<file path="config.mk">
export PLATFORM = sky130hd
export DESIGN_NAME = binary_bcd
export DESIGN_NICKNAME = d
export VERILOG_FILES = /design/src/rtl/binary_bcd_pkg.sv /design/src/rtl/binary_bcd_sevseg.sv /design/src/rtl/binary_bcd.sv
export SDC_FILE = /design/constraint.sdc
export NUM_CORES = 1
export LEC_CHECK = 0
export ABC_AREA = 1
export CORE_AREA = 4 4 41 43
export CTS_BUF_LIST = sky130_fd_sc_hd__clkbuf_8
export DETAILED_ROUTE_END_ITERATION = 8
export DIE_AREA = 0 0 45 47
export PLACE_DENSITY_LB_ADDON = 0.2
export SYNTH_ARGS = -nofsm -noshare
export SYNTH_HDL_FRONTEND = slang
export SYNTH_SLANG_ARGS = --single-unit
</file>
<file path="constraint.sdc">
create_clock -name clk -period 0.8 [get_ports clk]
set_input_delay 0.24 -clock clk [delete_from_list [all_inputs] [get_ports clk]]
set_output_delay 0.24 -clock clk [all_outputs]
set_load 0.005 [all_outputs]
</file>
<file path="src/rtl/binary_bcd_pkg.sv">
// Shared types and constants for the 4-bit binary to BCD converter.
// Seven-segment patterns are active-high, bit order {g,f,e,d,c,b,a}.
package binary_bcd_pkg;

  typedef logic [3:0] bcd_digit_t;
  typedef logic [6:0] seg_t;

  localparam bcd_digit_t BCD_BASE      = 4'd10;
  localparam bcd_digit_t BCD_MAX_DIGIT = 4'd9;

  localparam seg_t SEG_0     = 7'h3F;
  localparam seg_t SEG_1     = 7'h06;
  localparam seg_t SEG_2     = 7'h5B;
  localparam seg_t SEG_3     = 7'h4F;
  localparam seg_t SEG_4     = 7'h66;
  localparam seg_t SEG_5     = 7'h6D;
  localparam seg_t SEG_6     = 7'h7D;
  localparam seg_t SEG_7     = 7'h07;
  localparam seg_t SEG_8     = 7'h7F;
  localparam seg_t SEG_9     = 7'h6F;
  localparam seg_t SEG_BLANK = 7'h00;

endpackage

</file>
<file path="src/rtl/binary_bcd_sevseg.sv">
// Combinational BCD digit to seven-segment decoder; blank_i forces all
// segments off. Only used when BINARY_BCD_SEVSEG_EN is defined.
module binary_bcd_sevseg
  import binary_bcd_pkg::*;
(
  input  bcd_digit_t digit_i,
  input  logic       blank_i,
  output seg_t       seg_o
);

  always_comb begin
    // NOTE: default assigned first so every path drives seg_o; no latch.
    seg_o = SEG_BLANK;
    if (!blank_i) begin
      unique case (digit_i)
        4'd0:    seg_o = SEG_0;
        4'd1:    seg_o = SEG_1;
        4'd2:    seg_o = SEG_2;
        4'd3:    seg_o = SEG_3;
        4'd4:    seg_o = SEG_4;
        4'd5:    seg_o = SEG_5;
        4'd6:    seg_o = SEG_6;
        4'd7:    seg_o = SEG_7;
        4'd8:    seg_o = SEG_8;
        4'd9:    seg_o = SEG_9;
        default: seg_o = SEG_BLANK;
      endcase
    end
  end

endmodule

</file>
<file path="src/rtl/binary_bcd.sv">
// Registered 4-bit binary to BCD (units digit + tens flag), 1-cycle latency.
// Optional seven-segment output seg enabled by macro BINARY_BCD_SEVSEG_EN.
module binary_bcd
  import binary_bcd_pkg::*;
(
  input  logic       clk,
  input  logic       rst,
  input  logic       a,
  input  logic       b,
  input  logic       c,
  input  logic       d,
  output logic [3:0] y,
  output logic       tens,
  output logic       out_valid
`ifdef BINARY_BCD_SEVSEG_EN
  ,
  output logic [6:0] seg
`endif
);

  bcd_digit_t bin_value;
  bcd_digit_t y_d, y_q;
  logic       tens_d, tens_q;
  logic       valid_q;

  assign bin_value = {d, c, b, a};

  always_comb begin
    y_d    = bin_value;
    tens_d = 1'b0;
    if (bin_value > BCD_MAX_DIGIT) begin
      y_d    = bin_value - BCD_BASE;
      tens_d = 1'b1;
    end
  end

  always_ff @(posedge clk) begin
    // NOTE: non-blocking assignments so all registers update together.
    if (rst) begin
      y_q     <= '0;
      tens_q  <= 1'b0;
      valid_q <= 1'b0;
    end else begin
      y_q     <= y_d;
      tens_q  <= tens_d;
      valid_q <= 1'b1;
    end
  end

  assign y         = y_q;
  assign tens      = tens_q;
  assign out_valid = valid_q;

`ifdef BINARY_BCD_SEVSEG_EN
  // Decoded from registered state only, so seg follows y with no extra delay.
  binary_bcd_sevseg u_sevseg (
    .digit_i (y_q),
    .blank_i (!valid_q),
    .seg_o   (seg)
  );
`endif

endmodule

</file>
==> results.yml <==
cells_and_area:
  insertedDiodeCount: 0
  area_growth_pct: 69.5
  layout.cells.non_filler: 56
  layout-drive-gt1-share_pct: 36.6
  nets: 50
logic_synthesis:
  yosysSeqAreaShare_pct: 58.5
  async_flop_share_pct: 0
  synth.avg_cell_area_um2: 8.21
  ys_ff_latch: 6
  syn-num-nets: 32
  muxShareOfSynthArea_pct: 0
  synth_flop_cell: "dfxtp_1"
  syn_inst: 25
  synth-adder-area-share_pct: 6.10
  synth_xor_xnor_area_share_pct: 0
  yosys_warnings: 0
  yosysTopAreaCell: "dfxtp_1"
  synth_top_family_by_area: "simple AND/OR/NAND/NOR gates"
  ys_types: 8
  synthTopCellsByCount: "dfxtp_1 (6), nor2_1 (6), nand2_1 (5)"
  synth_area_um2: 205
  ys_top_cells_by_area: "dfxtp_1 (59%), nor2_1 (11%), nand2_1 (9.1%), ha_1 (6.1%), inv_1 (5.5%)"
  synth_top_cell_area_share_pct: 58.5
  synth_compound_gate_area_share_pct: 4.88
  synth_edf_count: 0
  synth_simple_gate_area_share_pct: 23.2
timing:
  rsz0062_at_grt: "yes"
  finalCritPeriodShare_pct: 107
  holdWs_ns: 0.353
  max_freq_ghz: 1.16
  drv_slew: 0
  worst_slack_ns: -0.0590
  finalSetupViolCount: 6
  slew_headroom_pct: 90.3
  min_period_ns: 0.859
  tightest_slew_ns: 0.145
  hold_viol: 0
critical_path:
  worst-path-buf-inv: 1
  critPathRequiredTime_ns: 0.56
  startpoint: "y[1]$_SDFF_PP0_"
  critical_path_arrival_ns: 0.62
  slowest_delay_ns: 0.29
  worstSetupPathType: "register to output port"
  path_max_fanout: 1
  cp_cell_sequence: "buf_2"
  endpoint_kind: "output port"
  crit_family: "flip-flops"
  cp-start-kind: "register"
  critPathSlowestCell: "dfxtp_1"
detailed_routing:
  drtIter0Drc: 0
  drt-total-wl_um: 458
  remaining_drc_errors: 0
  num_vias: 212
  ant_nets: 0
  wl_per_cell_um: 8.18
  dr.pass1.iters: 1
  via_per_inst: 3.79
clocking:
  clock-sinks: 6
  path_clk_slew_ns: 0.04
  htreeDepth: 1
  clock_path_buffers: 2
  cts_root_buffer: "clkbuf_8"
  cts_tree: "built"
  cts_buffers: 3
pwr:
  p_sw_uw: 159
  ir_drop_mv: 0.621
  power_density_nw_per_um2: 2420
  pwr-share-clk_pct: 52.1
  sw_frac_of_total_pct: 18.9
  pwr-share-comb_pct: 9.8
  pwr-share-seq_pct: 38.1
  p_leak_uw: 0.000190
  p_int_uw: 684
min_path:
  min_from: "rst"
  min_path_type: "input port to register"
floorplan:
  start_util_pct: 15.8
  io_pins: 12
  die-area_um2: 2120
  die_x_um: 45
  rows: 13
  core-area_um2: 1300
  die_h_um: 47
global_routing:
  grt_max_degree: 6
  grt_use_total_pct: 5.93
  grt_pass1_wl_um: 759
  antenna_found_initial: 0
  gr-total-overflow: 0
  grt_pass1_vias: 208
status:
  violations: "setup timing"
  status: "finished, violations left"
placement:
  io_buffers: 11
  place.gp.congestion: 0.659
  dp_hpwl_um: 387
  dp_cells: 53
job:
  cap_violations: 0
## cell usage in the layout (no fill, tap or decap), drive strengths merged
cell / netlist / layout
buf: 0 / 8
nor2: 7 / 7
dfxtp: 6 / 6
nand2: 5 / 5
clkbuf: 0 / 5
inv: 4 / 4
a21oi: 2 / 2
dlygate4sd2: 0 / 2
ha: 1 / 1
clkdlybuf4s50: 0 / 1
## timing repair
item / CTS / global route
resized for setup: 30 / 2
endpoints found under the setup margin: 10 / 7
pin swaps: 2 / 3
hold buffers: 0 / 0
buffers inserted: 0 / 0
## cell type report
class	count	area, um^2
Sequential cell	6	120
Clock buffer	3	41.3
Multi-Input combinational cell	15	70.1
Tap cell	15	18.8
Inverter	4	15.0
Timing Repair Buffer	13	82.6
Fill cell	159	953
## per-layer routing
layer,global-route usage [%],vias up,routed length (um)
met4,10.5,0,19
met1,4.10,94,140
li1,-,107,-
met2,9.04,9,246
met5,0,-,0
met3,2.68,2,51
## per-stage QoR
| stage | cell area (um^2) | TNS, ns | total power (uW) | util (%) | setup slack, ns |
|---|---|---|---|---|---|
| floorplan | 205 | 0 | 357 | - | 0.0333 |
| global placement | 349 | -2.98 | 434 | 26.8 | -0.495 |
| detailed placement | 349 | -3.10 | 437 | 26.8 | -0.538 |
| CTS | 358 | -0.394 | 873 | 27.5 | -0.0734 |
| global route | 348 | -0.463 | 902 | 26.7 | -0.0816 |
| finish | 348 | -0.328 | 843 | 26.7 | -0.0590 |
## sequential cells by signal, summed over array words and instances (netlist names)
| name | flops |
|---|---|
| out_valid | 1 |
| tens | 1 |
| y | 4 |
## final timing paths
kind / endpoint / slack [ns] / cells after the start
setup / recovery: y[1] / -0.06 / 1
hold / removal: y[0]$_SDFF_PP0_ / 0.35 / 2
## cells by family after synthesis
group                    Yosys count
AO/OA/AOI/OAI                      2
AND/OR/NAND/NOR                   12
buffers and inverters              4
adder cells (fa/ha/maj)            1
flip-flops                         6
## power groups by stage
stage / registers [uW] / logic, uW / clock network [uW]
after global routing: 322 / 95.7 / 484
final: 321 / 82.6 / 439
after global placement: 327 / 108 / 0
after CTS: 321 / 88.1 / 463
after detailed placement: 327 / 110 / 0
after floorplan: 330 / 27.6 / 0
No activity file was read; power rests on OpenSTA's default activity.
